**src/rtl/codec_adc_receiver.sv**
```systemverilog
// I2S ADC receiver: resynchronizes codec BCLK/ADCLRCK/ADCDAT, deserializes
// left/right words into stereo frames and queues them in a small FIFO.
module codec_adc_receiver #(
  parameter int DATA_WIDTH  = 16,
  parameter int FIFO_DEPTH  = 4,
  parameter int LEVEL_WIDTH = 3
) (
  input  logic                   clock,
  input  logic                   reset,
  input  logic                   enable,
  input  logic                   aud_bclk,
  input  logic                   aud_adclrck,
  input  logic                   aud_adcdat,
  output logic [DATA_WIDTH-1:0]  out_left,
  output logic [DATA_WIDTH-1:0]  out_right,
  output logic                   out_valid,
  input  logic                   out_ready,
  output logic [LEVEL_WIDTH-1:0] fifo_level,
  output logic                   overflow,
  input  logic                   clear_overflow,
  output logic [15:0]            frame_count
);
  localparam int PW = LEVEL_WIDTH - 1;
  localparam int CW = $clog2(DATA_WIDTH + 2);
  localparam int FW = 2 * DATA_WIDTH;

  typedef enum logic [1:0] {HUNT, LEFT, RIGHT} rx_state_t;

  rx_state_t             state, state_nxt;
  logic [1:0]            bclk_sync, lrck_sync, dat_sync;
  logic                  bclk_prev, lr_prev, left_ok, push_req;
  logic [CW-1:0]         bit_cnt;
  logic [DATA_WIDTH-2:0] shift;
  logic [DATA_WIDTH-1:0] shift_nxt, left_hold;
  logic [FW-1:0]         push_frame, head, head_nxt;
  logic                  bclk_rise, lr_cur, boundary, capture, word_done;

  assign bclk_rise = bclk_sync[1] & ~bclk_prev;
  assign lr_cur    = lrck_sync[1];
  assign boundary  = bclk_rise & (lr_cur != lr_prev);
  assign shift_nxt = {shift, dat_sync[1]};
  // bit_cnt is 1 on the delay-bit rise; data occupies counts 1..DATA_WIDTH
  assign capture   = bclk_rise & ~boundary & (bit_cnt != '0) &
                     (bit_cnt <= CW'(DATA_WIDTH));
  assign word_done = capture & (bit_cnt == CW'(DATA_WIDTH));

  always_ff @(posedge clock or negedge reset) begin
    if (!reset) begin
      bclk_sync <= '0;
      lrck_sync <= '0;
      dat_sync  <= '0;
      bclk_prev <= 1'b0;
    end else begin
      bclk_sync <= {bclk_sync[0], aud_bclk};
      lrck_sync <= {lrck_sync[0], aud_adclrck};
      dat_sync  <= {dat_sync[0], aud_adcdat};
      bclk_prev <= bclk_sync[1];
    end
  end

  always_ff @(posedge clock or negedge reset) begin
    if (!reset) state <= HUNT;
    else        state <= state_nxt;
  end

  always_comb begin
    state_nxt = state;
    if (!enable) state_nxt = HUNT;
    else if (boundary) begin
      case (state)
        HUNT:    state_nxt = lr_cur ? HUNT : LEFT;
        LEFT:    state_nxt = lr_cur ? RIGHT : LEFT;
        RIGHT:   state_nxt = lr_cur ? RIGHT : LEFT;
        default: state_nxt = HUNT;
      endcase
    end
  end

  // lr_prev keeps tracking LRCK while disabled so re-enable resyncs on a real edge
  always_ff @(posedge clock or negedge reset) begin
    if (!reset) begin
      lr_prev    <= 1'b0;
      bit_cnt    <= '0;
      shift      <= '0;
      left_hold  <= '0;
      left_ok    <= 1'b0;
      push_req   <= 1'b0;
      push_frame <= '0;
    end else begin
      push_req <= 1'b0;
      if (bclk_rise) lr_prev <= lr_cur;
      if (!enable) begin
        bit_cnt <= '0;
        left_ok <= 1'b0;
      end else if (boundary) begin
        bit_cnt <= (state_nxt == HUNT) ? '0 : CW'(1);
        if (!lr_cur) left_ok <= 1'b0;
      end else if (capture) begin
        shift   <= shift_nxt[DATA_WIDTH-2:0];
        bit_cnt <= bit_cnt + 1'b1;
        if (word_done && state == LEFT) begin
          left_hold <= shift_nxt;
          left_ok   <= 1'b1;
        end else if (word_done && state == RIGHT && left_ok) begin
          push_req   <= 1'b1;
          push_frame <= {left_hold, shift_nxt};
        end
      end
    end
  end

  logic [FW-1:0]          mem [FIFO_DEPTH];
  logic [PW-1:0]          wr_ptr, rd_ptr, rd_ptr_inc;
  logic                   pop, full, push_acc, drop;

  assign out_valid  = (fifo_level != '0);
  assign pop        = out_valid & out_ready;
  assign full       = (fifo_level == LEVEL_WIDTH'(FIFO_DEPTH));
  assign push_acc   = push_req & (~full | pop);
  assign drop       = push_req & full & ~pop;
  assign rd_ptr_inc = rd_ptr + 1'b1;
  assign {out_left, out_right} = head;

  // head register tracks the entry that will be at the front next cycle
  always_comb begin
    head_nxt = head;
    if (pop) begin
      if (fifo_level != LEVEL_WIDTH'(1)) head_nxt = mem[rd_ptr_inc];
      else if (push_acc)                 head_nxt = push_frame;
    end else if (!out_valid && push_acc) begin
      head_nxt = push_frame;
    end
  end

  always_ff @(posedge clock) begin
    if (push_acc) mem[wr_ptr] <= push_frame;
  end

  always_ff @(posedge clock or negedge reset) begin
    if (!reset) begin
      wr_ptr      <= '0;
      rd_ptr      <= '0;
      fifo_level  <= '0;
      overflow    <= 1'b0;
      frame_count <= '0;
      head        <= '0;
    end else begin
      head <= head_nxt;
      if (push_acc) begin
        wr_ptr      <= wr_ptr + 1'b1;
        frame_count <= frame_count + 1'b1;
      end
      if (pop) rd_ptr <= rd_ptr_inc;
      if (push_acc && !pop)      fifo_level <= fifo_level + 1'b1;
      else if (!push_acc && pop) fifo_level <= fifo_level - 1'b1;
      if (drop)                overflow <= 1'b1;
      else if (clear_overflow) overflow <= 1'b0;
    end
  end
endmodule

```
**config.mk**
```make
export PLATFORM = sky130hd
export DESIGN_NAME = codec_adc_receiver
export DESIGN_NICKNAME = d
export VERILOG_FILES = /design/src/rtl/codec_adc_receiver.sv
export SDC_FILE = /design/constraint.sdc
export NUM_CORES = 1
export LEC_CHECK = 0
export ABC_AREA = 1
export CORE_MARGIN = 10
export CORE_UTILIZATION = 45
export CTS_CLUSTER_SIZE = 10
export DETAILED_ROUTE_END_ITERATION = 8
export HOLD_SLACK_MARGIN = 0.08
export PLACE_DENSITY = 0.76
export SYNTH_ARGS = -nofsm -noshare
export SYNTH_HDL_FRONTEND = slang
export SYNTH_SLANG_ARGS = --single-unit
```
**constraint.sdc**
```tcl
create_clock -name clock -period 2.8 [get_ports clock]
set_clock_uncertainty 0.1 [all_clocks]
set_input_delay 0.84 -clock clock [delete_from_list [all_inputs] [get_ports clock]]
set_output_delay 0.84 -clock clock [all_outputs]
set_load 0.02 [all_outputs]
```
==> metrics.md, run 1 <==
| Metric | Value |
|---|---|
| Psw | `1.52 mW` |
| Pwr dens | `602 nW/um^2` |
| Avg Cell Area, Syn | `10.3 um^2` |
| Total grt overflow | `0` |
| Syn. warnings | `0` |
| DR vias | `7286` |
| Worst Setup Path Type | `flop to output port` |
| RD Place Congestion | `0.796` |
| Synth unique cells | `30` |
| Diode count | `0` |
| Placed Area | `12000 um^2` |
| Avg WL per Cell | `15.4 um` |
| Clock buffer depth | `3` |
| Fin crit period | `2680 ps` |
| Endpoints failing setup | `0` |
| Final hold vios | `0` |
| CP required | `1860 ps` |
| Initial DRC count | `561` |
| Post-DP HPWL | `14100 um` |
| Worst rel slew slack | `53.0%` |
| Seq/Total Area, Yosys | `66.7%` |
| Max VDD drop | `0.406 mV` |
| Syn nets | `1078` |
| Synth area leaders | `edfxtp_1 35%, dfrtp_1 31%, nand2_1 12%, o21ai_0 4.7%, inv_1 3.2%` |
| Power share of the sequential group | `52.8%` |
| Largest area contributor in the netlist | `edfxtp_1` |
| Final ANT Viol Nets | `0` |
| Fmax | `0.374 GHz` |
| Worst path arrival time | `1740 ps` |
| Count leader, synth | `nand2_1` |
| Drt pass-1 iters | `5` |
| Initial antenna violation count | `0` |
| Pin count of the biggest net entering global routing | `61` |
| Leakage | `5.39 nW` |
| Share of layout cells above drive strength 1 | `7.30%` |
| Non-filler cells, final | `1469` |
| DR vias/cell | `4.96` |
| I/O Buffers | `60` |
| Postcts setup bufs | `0` |
| CTS clk-pin slew, worst paths | `60 ps` |
| # Max-Cap Violations | `0` |
| Chip height | `175 um` |
| Hold buffers post-CTS | `0` |
| RSZ-0062 raised after global routing | `no` |
| Post-synth EDFFs | `128` |
| Core area | `23600 um^2` |
| Flops & latches, synth | `264` |
| # DRC | `0` |
| Full die area | `30800 um^2` |
| Synth cell count leaders | `353 x nand2_1, 136 x dfrtp_1, 128 x edfxtp_1` |
| P_int | `6.21 mW` |
| # IOs | `61` |
| Clock group share of total power | `45.4%` |
| Final instance area | `12800 um^2` |
| Outcome | `finished, final reports clean` |
| # H-tree levels | `1` |
| DP Cell Count | `1414` |
| Initial Util | `46.0%` |
| R2r worst-path depth | `12` |
| Type of origin of the critical path | `flop` |
| CP max FO | `5` |
| WL final | `22600 um` |
| Hold Path Class | `input port to asynchronous set/reset pin` |
| Cell area after synthesis | `10900 um^2` |
| Period utilisation layout | `95.6%` |
| First-pass GRT wire length | `37900 um` |
| Nets | `1152` |
| Clk sink count | `264` |
| TritonCTS clock tree | `built` |
| Post-Synthesis Cells | `1053` |
| Ys async rst share | `51.5%` |
| Comb pwr share | `1.8%` |
| Total GRT Usage | `14.7%` |
| Sw Ratio | `19.7%` |
| Synth top area share | `35.4%` |
| Crit end category | `output port` |
| Latest clock arrival within the worst-skew pair | `530 ps` |
| TritonCTS Buffers | `30` |
| Vias in the first global route | `7518` |
| Clock root buffer | `clkbuf_16` |
| Cell Rows | `56` |
| Worst-margin pin slew | `704 ps` |
| Area grow syn2layout | `18.2%` |
| Primary FF master, synth | `dfrtp_1` |
| Die width | `175 um` |
| Slew Viols, Final | `0` |
==> state kept, by name, indices dropped and copies added, names as in the netlist, 2 cells and up <==
name and count:
dat_sync 2, rd_ptr 2, wr_ptr 2, shift 15, mem 128, bclk_sync 2, push_frame 32, lrck_sync 2
left_hold 16, head 32, frame_count 16, bit_cnt 5, state 2, fifo_level 3
==> per-layer routing <==
layer	share of wire [%]	global-route usage, %
met1	44	18.5
met4	1.4	4.52
met5	0	0
met3	4.6	2.36
met2	50	25.6
==> cell usage in the layout (no fill, tap or decap), drive strengths merged <==
master	synthesis	final
inv	98	98
a21oi	34	34
xor2	12	12
or2	1	1
clkdlybuf4s15	0	1
nor2	31	31
xnor2	5	5
clkbuf	19	55
o21ai	125	125
nand2	358	358
o22ai	1	1
dfrtp	136	136
buf	24	26
edfxtp	128	128
ha	17	17
nand3	53	53
clkdlybuf4s50	0	58
nand3b	1	1
nor3	2	2
nand4	8	8
==> cell type report <==
cell class | count | area [um^2]
multi-input cells | 648 | 3050
well taps | 319 | 399
flip-flops and latches | 264 | 7250
inverters | 98 | 368
repair buffers | 85 | 890
clock buffers | 55 | 886
fillers | 1972 | 10800
==> stage by stage <==
stage	utilization (%)	setup TNS (ps)	worst slack, ps	power [mW]	hold slack [ps]
2_1_floorplan	-	-41990	-328	4.22	231
3_3_place_gp	50.6	0	219	4.29	233
3_5_place_dp	50.6	0	191	4.30	237
4_1_cts	54.4	0	68.1	7.81	184
5_1_grt	54.4	0	8.32	8.00	206
6_report	54.4	0	123	7.73	176
==> critical path: stages (launching register included) <==
cell and delay, ps:
dfrtp_1 440, inv_1 100, ha_1 240, nand2_1 110, clkdlybuf4s15_1 320
==> repair_timing <==
item | in CTS | in global routing
setup endpoints to repair | 1 | 1
gates resized for setup | 1 | 1
cloned | 0 | 0
==> cell families after synthesis <==
logic type                 synth area share, %
and+or+nand+nor                           17.1
buffers and inverters                     5.32
xor gates and xnor gates                  1.37
adders and majority gates                 1.96
AOI/OAI and AO/OA                         7.52
DFF                                       66.7
==> path summary, 6_finish.rpt <==
check / startpoint / endpoint / slack [ps]
max in group asynchronous: reset / head[24]$_DFFE_PN0P_ / 1800
setup / recovery: fifo_level[0]$_DFFE_PN0P_ / out_valid / 120
hold reg to reg: dat_sync[0]$_DFF_PN0_ / dat_sync[1]$_DFF_PN0_ / 250
hold / removal: reset / head[28]$_DFFE_PN0P_ / 180
min in group clock: dat_sync[0]$_DFF_PN0_ / dat_sync[1]$_DFF_PN0_ / 250
setup reg to reg: fifo_level[0]$_DFFE_PN0P_ / head[10]$_DFFE_PN0P_ / 700
==> power by group through the flow <==
stage	Clock [mW]	Combinational (mW)	Sequential, mW
final	3.51	0.139	4.08
after floorplan	0	0.0631	4.15
after global routing	3.75	0.163	4.08
after detailed placement	0	0.144	4.15
after global placement	0	0.139	4.15
after CTS	3.58	0.144	4.08
(Power assumes the default switching activity.)
==> run 2: changes to the inputs <==
- SETUP_SLACK_MARGIN: unset -> 0.02
==> metrics.md, run 2 (synthesized netlist as in run 1, its figures left out) <==
| Metric | Value |
|---|---|
| Core area | `23600 um^2 (unchanged)` |
| Fmax | `0.388 GHz (+4.0%)` |
| I/O Buffers | `60 (unchanged)` |
| WP buf/inv | `1 (-1)` |
| CP max FO | `6 (+1)` |
| Post-DP HPWL | `14100 um (unchanged)` |
| Worst Setup Path Type | `flop to output port` |
| Total grt overflow | `0 (unchanged)` |
| Full die area | `30800 um^2 (unchanged)` |
| Total GRT Usage | `14.7% (unchanged)` |
| Nets | `1152 (unchanged)` |
| Latest clock arrival within the worst-skew pair | `530 ps (about the same)` |
| Biggest regs | `mem: 128 flops, head: 32 flops, push_frame: 32 flops` |
| Chip height | `175 um (unchanged)` |
| Type of origin of the critical path | `flop` |
| Initial Util | `46.0% (unchanged)` |
| Power share of the sequential group | `52.8% (about the same)` |
| Vias in the first global route | `7518 (unchanged)` |
| Fin worst setup slack | `225 ps (+102 ps)` |
| Cell Rows | `56 (unchanged)` |
| Postcts setup bufs | `0 (unchanged)` |
| TritonCTS clock tree | `built` |
| Worst path arrival time | `1630 ps (-110 ps)` |
| Biggest register | `mem` |
| # DRC | `0 (unchanged)` |
| # Max-Cap Violations | `0 (unchanged)` |
| Commonest non-fill, non-tap cell in the layout | `nand2_1` |
| TritonCTS Buffers | `30 (unchanged)` |
| Final ANT Viol Nets | `0 (unchanged)` |
| Outcome | `finished, final reports clean` |
| Pwr dens | `602 nW/um^2 (about the same)` |
| DR vias/cell | `4.94 (-0.32%)` |
| Leakage | `5.39 nW (about the same)` |
| # H-tree levels | `1 (unchanged)` |
| DP Cell Count | `1414 (unchanged)` |
| Die width | `175 um (unchanged)` |
| Non-filler cells, final | `1469 (unchanged)` |
| Final TNS setup | `0 ps (unchanged)` |
| Comb pwr share | `1.8% (about the same)` |
| Delay-heaviest family, CP | `buffers and inverters` |
| First-pass GRT wire length | `37900 um (unchanged)` |
| Drt pass-1 iters | `4 (-1)` |
| Commonest non-fill, non-tap cells in the layout | `353 x nand2_1, 136 x dfrtp_1, 128 x edfxtp_1` |
| Worst rel slew slack | `52.3% (-0.66 points)` |
| Worst-margin pin slew | `714 ps (+9.86 ps)` |
| Initial DRC count | `521 (-7.1%)` |
| P_int | `6.21 mW (about the same)` |
| Endpoints failing setup | `0 (unchanged)` |
| # IOs | `61 (unchanged)` |
| RD Place Congestion | `0.796 (unchanged)` |
| Period utilisation layout | `92.0% (-3.6 points)` |
| Area grow syn2layout | `18.2% (about the same)` |
| Final hold vios | `0 (unchanged)` |
| Placed Area | `12000 um^2 (unchanged)` |
| Pin count of the biggest net entering global routing | `61 (unchanged)` |
| Sw Ratio | `19.6% (-0.046 points)` |
| Max VDD drop | `0.406 mV (+0.17%)` |
| Psw | `1.52 mW (-0.29%)` |
| Ordered cell list for the critical path | `clkdlybuf4s50_1` |
| Diode count | `0 (unchanged)` |
| Crit end category | `output port` |
| Clock root buffer | `clkbuf_16` |
| Clock group share of total power | `45.4% (about the same)` |
| Total power | `7.72 mW (about the same)` |
| WL final | `22600 um (about the same)` |
| Max FFs per register | `128 (unchanged)` |
| Fin crit period | `2570 ps (-102 ps)` |
| Final core occ | `54.4% (about the same)` |
| Clock buffer depth | `3 (unchanged)` |
| RSZ-0062 raised after global routing | `no` |
| CP max stage delay | `660 ps (+220 ps)` |
| Minimum setup slack after placement | `191 ps (unchanged)` |
| Slew Viols, Final | `0 (unchanged)` |
| Avg WL per Cell | `15.4 um (about the same)` |
| Initial antenna violation count | `0 (unchanged)` |
| CP required | `1860 ps (about the same)` |
| DR vias | `7263 (-0.32%)` |
| Hold_ws | `175 ps (-0.667 ps)` |
| Share of layout cells above drive strength 1 | `7.39% (+0.087 points)` |
| Final instance area | `12800 um^2 (about the same)` |
| Number of fillers in the final layout | `1972 (unchanged)` |
| CTS clk-pin slew, worst paths | `50 ps (about the same)` |
| Clk sink count | `264 (unchanged)` |
| Critical Path Slowest Stage Cell | `clkdlybuf4s50_1` |
| Hold Path Class | `input port to asynchronous set/reset pin` |
## run 2: cell type report
type                    instances  area, um^2  area share (%)
flip-flops and latches        264        7250            56.5
repair buffers                 85         885            6.89
inverters                      98         368            2.87
multi-input cells             648        3050            23.8
well taps                     319         399            3.11
clock buffers                  55         886            6.90
## run 2: timing repair
action                     4_1_cts  5_1_grt
gates resized for setup          1        2
hold buffers                     0        0
setup endpoints to repair        1        1
## run 2: final timing paths
kind	cells past startpoint	end	startpoint	slack [ps]
worst min register to register	0	dat_sync[1]$_DFF_PN0_	dat_sync[0]$_DFF_PN0_	250
worst max-delay path	1	frame_count[0]	frame_count[0]$_DFFE_PN0P_	230
max in group asynchronous	2	head[23]$_DFFE_PN0P_	reset	1800
worst max register to register	12	head[10]$_DFFE_PN0P_	fifo_level[0]$_DFFE_PN0P_	700
min in group clock	0	dat_sync[1]$_DFF_PN0_	dat_sync[0]$_DFF_PN0_	250
worst min-delay path	1	head[28]$_DFFE_PN0P_	reset	170
## run 2: layer usage
layer	up-vias	part of all wire [%]	track usage, %
li1	3594	-	-
met1	3464	44	18.5
met2	173	50	25.6
met3	32	4.9	2.36
met4	0	1.6	4.52
met5	-	0	0
## run 2: power groups by stage
stage / Sequential, mW / Clock, mW / Combinational (mW)
3_3_place_gp: 4.15 / 0 / 0.139
6_report: 4.08 / 3.50 / 0.139
5_1_grt: 4.08 / 3.75 / 0.163
3_5_place_dp: 4.15 / 0 / 0.144
2_1_floorplan: 4.15 / 0 / 0.0631
4_1_cts: 4.08 / 3.58 / 0.144
==> run 3: changes to the inputs <==
- CORE_UTILIZATION: 45 -> 40
- PLACE_DENSITY: 0.76 -> 0.7
==> metrics.md, run 3 (synthesized netlist as in run 1, its figures left out) <==
| Metric | Value |
|---|---|
| Vias in the first global route | `7419 (-1.3%)` |
| Biggest register | `mem` |
| Area grow syn2layout | `18.4%` |
| Clk sink count | `264 (unchanged)` |
| Initial antenna violation count | `0 (unchanged)` |
| Total GRT Usage | `13.6% (-1.1 points)` |
| Nets | `1154 (+0.17%)` |
| Type of origin of the critical path | `flop` |
| Hold_ws | `175 ps (-0.255 ps)` |
| Final instance area | `12900 um^2 (+0.20%)` |
| Max FFs per register | `128 (unchanged)` |
| Full die area | `34100 um^2 (+11%)` |
| Pin count of the biggest net entering global routing | `55 (-9.8%)` |
| DR vias | `7340 (+1.1%)` |
| Total grt overflow | `0 (unchanged)` |
| Number of fillers in the final layout | `2363 (+20%)` |
| Commonest non-fill, non-tap cells in the layout | `353 x nand2_1, 135 x dfrtp_1, 128 x edfxtp_1` |
| Avg WL per Cell | `15.4 um (+0.25%)` |
| Initial DRC count | `425 (-18%)` |
| Endpoints failing setup | `0 (unchanged)` |
| Worst path arrival time | `1710 ps (+80 ps)` |
| Delay-heaviest family, CP | `buffers and inverters` |
| Clock buffer depth | `3 (unchanged)` |
| Ordered cell list for the critical path | `inv_1 -> ha_1 -> nand2_1 -> dlygate4sd2_1` |
| TritonCTS Buffers | `30 (unchanged)` |
| # H-tree levels | `1 (unchanged)` |
| Postcts setup bufs | `0 (unchanged)` |
| Die width | `185 um (+5.4%)` |
| Total power | `7.73 mW (about the same)` |
| I/O Buffers | `60 (unchanged)` |
| Crit end category | `output port` |
| Share of layout cells above drive strength 1 | `7.55% (+0.16 points)` |
| RSZ-0062 raised after global routing | `no` |
| Worst-margin pin slew | `665 ps (-48.9 ps)` |
| CTS clk-pin slew, worst paths | `60 ps (about the same)` |
| Cell Rows | `60 (+7.1%)` |
| Final hold vios | `0 (unchanged)` |
| Period utilisation layout | `94.7% (+2.7 points)` |
| Minimum setup slack after placement | `156 ps (-35.3 ps)` |
| Post-DP HPWL | `14300 um (+1.7%)` |
| DR vias/cell | `4.92 (-0.56%)` |
| Hold Path Class | `input port to asynchronous set/reset pin` |
| Diode count | `0 (unchanged)` |
| RD Place Congestion | `0.790 (-0.77%)` |
| WL final | `23000 um (+1.9%)` |
| # IOs | `61 (unchanged)` |
| # Max-Cap Violations | `0 (unchanged)` |
| Clock root buffer | `clkbuf_16` |
| Hold buffers post-CTS | `0 (unchanged)` |
| First-pass GRT wire length | `38200 um (+0.73%)` |
| CP required | `1860 ps (about the same)` |
| Core area | `26800 um^2 (+14%)` |
| # DRC | `0 (unchanged)` |
| Fin worst setup slack | `148 ps (-76.8 ps)` |
| Biggest regs | `mem: 128 flops, head: 32 flops, push_frame: 32 flops` |
| Placed Area | `12000 um^2 (+0.25%)` |
| Drt pass-1 iters | `5 (+1)` |
| CP max FO | `5 (-1)` |
| Slew Viols, Final | `0 (unchanged)` |
| Critical Path Slowest Stage Cell | `dfrtp_2` |
| Fmax | `0.377 GHz (-2.9%)` |
| TritonCTS clock tree | `built` |
| Leakage | `5.39 nW (about the same)` |
| WP buf/inv | `2 (+1)` |
| Commonest non-fill, non-tap cell in the layout | `nand2_1` |
| Worst Setup Path Type | `flop to output port` |
| CP max stage delay | `410 ps (-250 ps)` |
| Pwr dens | `601 nW/um^2 (-0.14%)` |
| Final core occ | `48.0% (-6.4 points)` |
| Worst rel slew slack | `55.6% (+3.3 points)` |
| Final ANT Viol Nets | `0 (unchanged)` |
| Max VDD drop | `0.392 mV (-3.5%)` |
| Fin crit period | `2650 ps (+76.8 ps)` |
| Latest clock arrival within the worst-skew pair | `540 ps (about the same)` |
| Chip height | `185 um (+5.4%)` |
| Initial Util | `40.5% (-5.5 points)` |
| Outcome | `finished, final reports clean` |
==> run 3: layer usage <==
| metal | vias up | routed length [um] | global-route usage (%) |
|---|---|---|---|
| met5 | - | 0 | 0 |
| met4 | 0 | 460 | 3.90 |
| met3 | 37 | 1050 | 1.94 |
| met2 | 168 | 11400 | 23.9 |
| met1 | 3546 | 10100 | 17.1 |
| li1 | 3589 | - | - |
==> run 3: per-stage QoR <==
| step | TNS, ps | instances |
|---|---|---|
| 3_3_place_gp | 0 | 1438 |
| 4_1_cts | 0 | 1493 |
| 3_5_place_dp | 0 | 1438 |
| 6_report | 0 | 1493 |
| 5_1_grt | 0 | 1493 |
| 2_1_floorplan | -41990 | 1053 |
==> run 3: final timing paths <==
| kind | start | endpoint | slack (ps) | cells past startpoint |
|---|---|---|---|---|
| worst max-delay path | fifo_level[0]$_DFFE_PN0P_ | out_valid | 150 | 4 |
| worst min-delay path | reset | head[30]$_DFFE_PN0P_ | 170 | 1 |
| worst max register to register | fifo_level[0]$_DFFE_PN0P_ | head[25]$_DFFE_PN0P_ | 670 | 10 |
| worst min register to register | lrck_sync[0]$_DFF_PN0_ | lrck_sync[1]$_DFF_PN0_ | 250 | 0 |
| max in group asynchronous | reset | frame_count[11]$_DFFE_PN0P_ | 1780 | 2 |
| min in group clock | lrck_sync[0]$_DFF_PN0_ | lrck_sync[1]$_DFF_PN0_ | 250 | 0 |
==> run 3: layout make-up <==
cell class              count  area (um^2)  area share [%]
flip-flops and latches    264         7250            56.4
multi-input cells         648         3050            23.7
inverters                  98          368            2.86
repair buffers             87          891            6.93
clock inverters             1         16.3           0.126
clock buffers              54          861            6.69
well taps                 341          427            3.32
==> run 3: where the power goes <==
part / switching, mW / internal (mW) / total [mW]
combinational: 0.0963 / 0.0420 / 0.138
clock: 1.46 / 2.05 / 3.51
sequential: 0.0150 / 4.07 / 4.08
total: 1.57 / 6.16 / 7.73
==> run 3: repair_timing <==
action,CTS,global route
cloned,0,0
endpoints found under the setup margin,1,1
resized for setup,1,1
==> run 3: worst reg2reg max path, cell delays in order, from the launching register on <==
cell and delay (ps):
dfrtp_2 440, inv_1 100, ha_1 200, nand2_1 100, nand2_2 70, buf_4 140, nor2_4 50, inv_2 490
a21oi_1 140, nand2_1 140, nand2_1 60
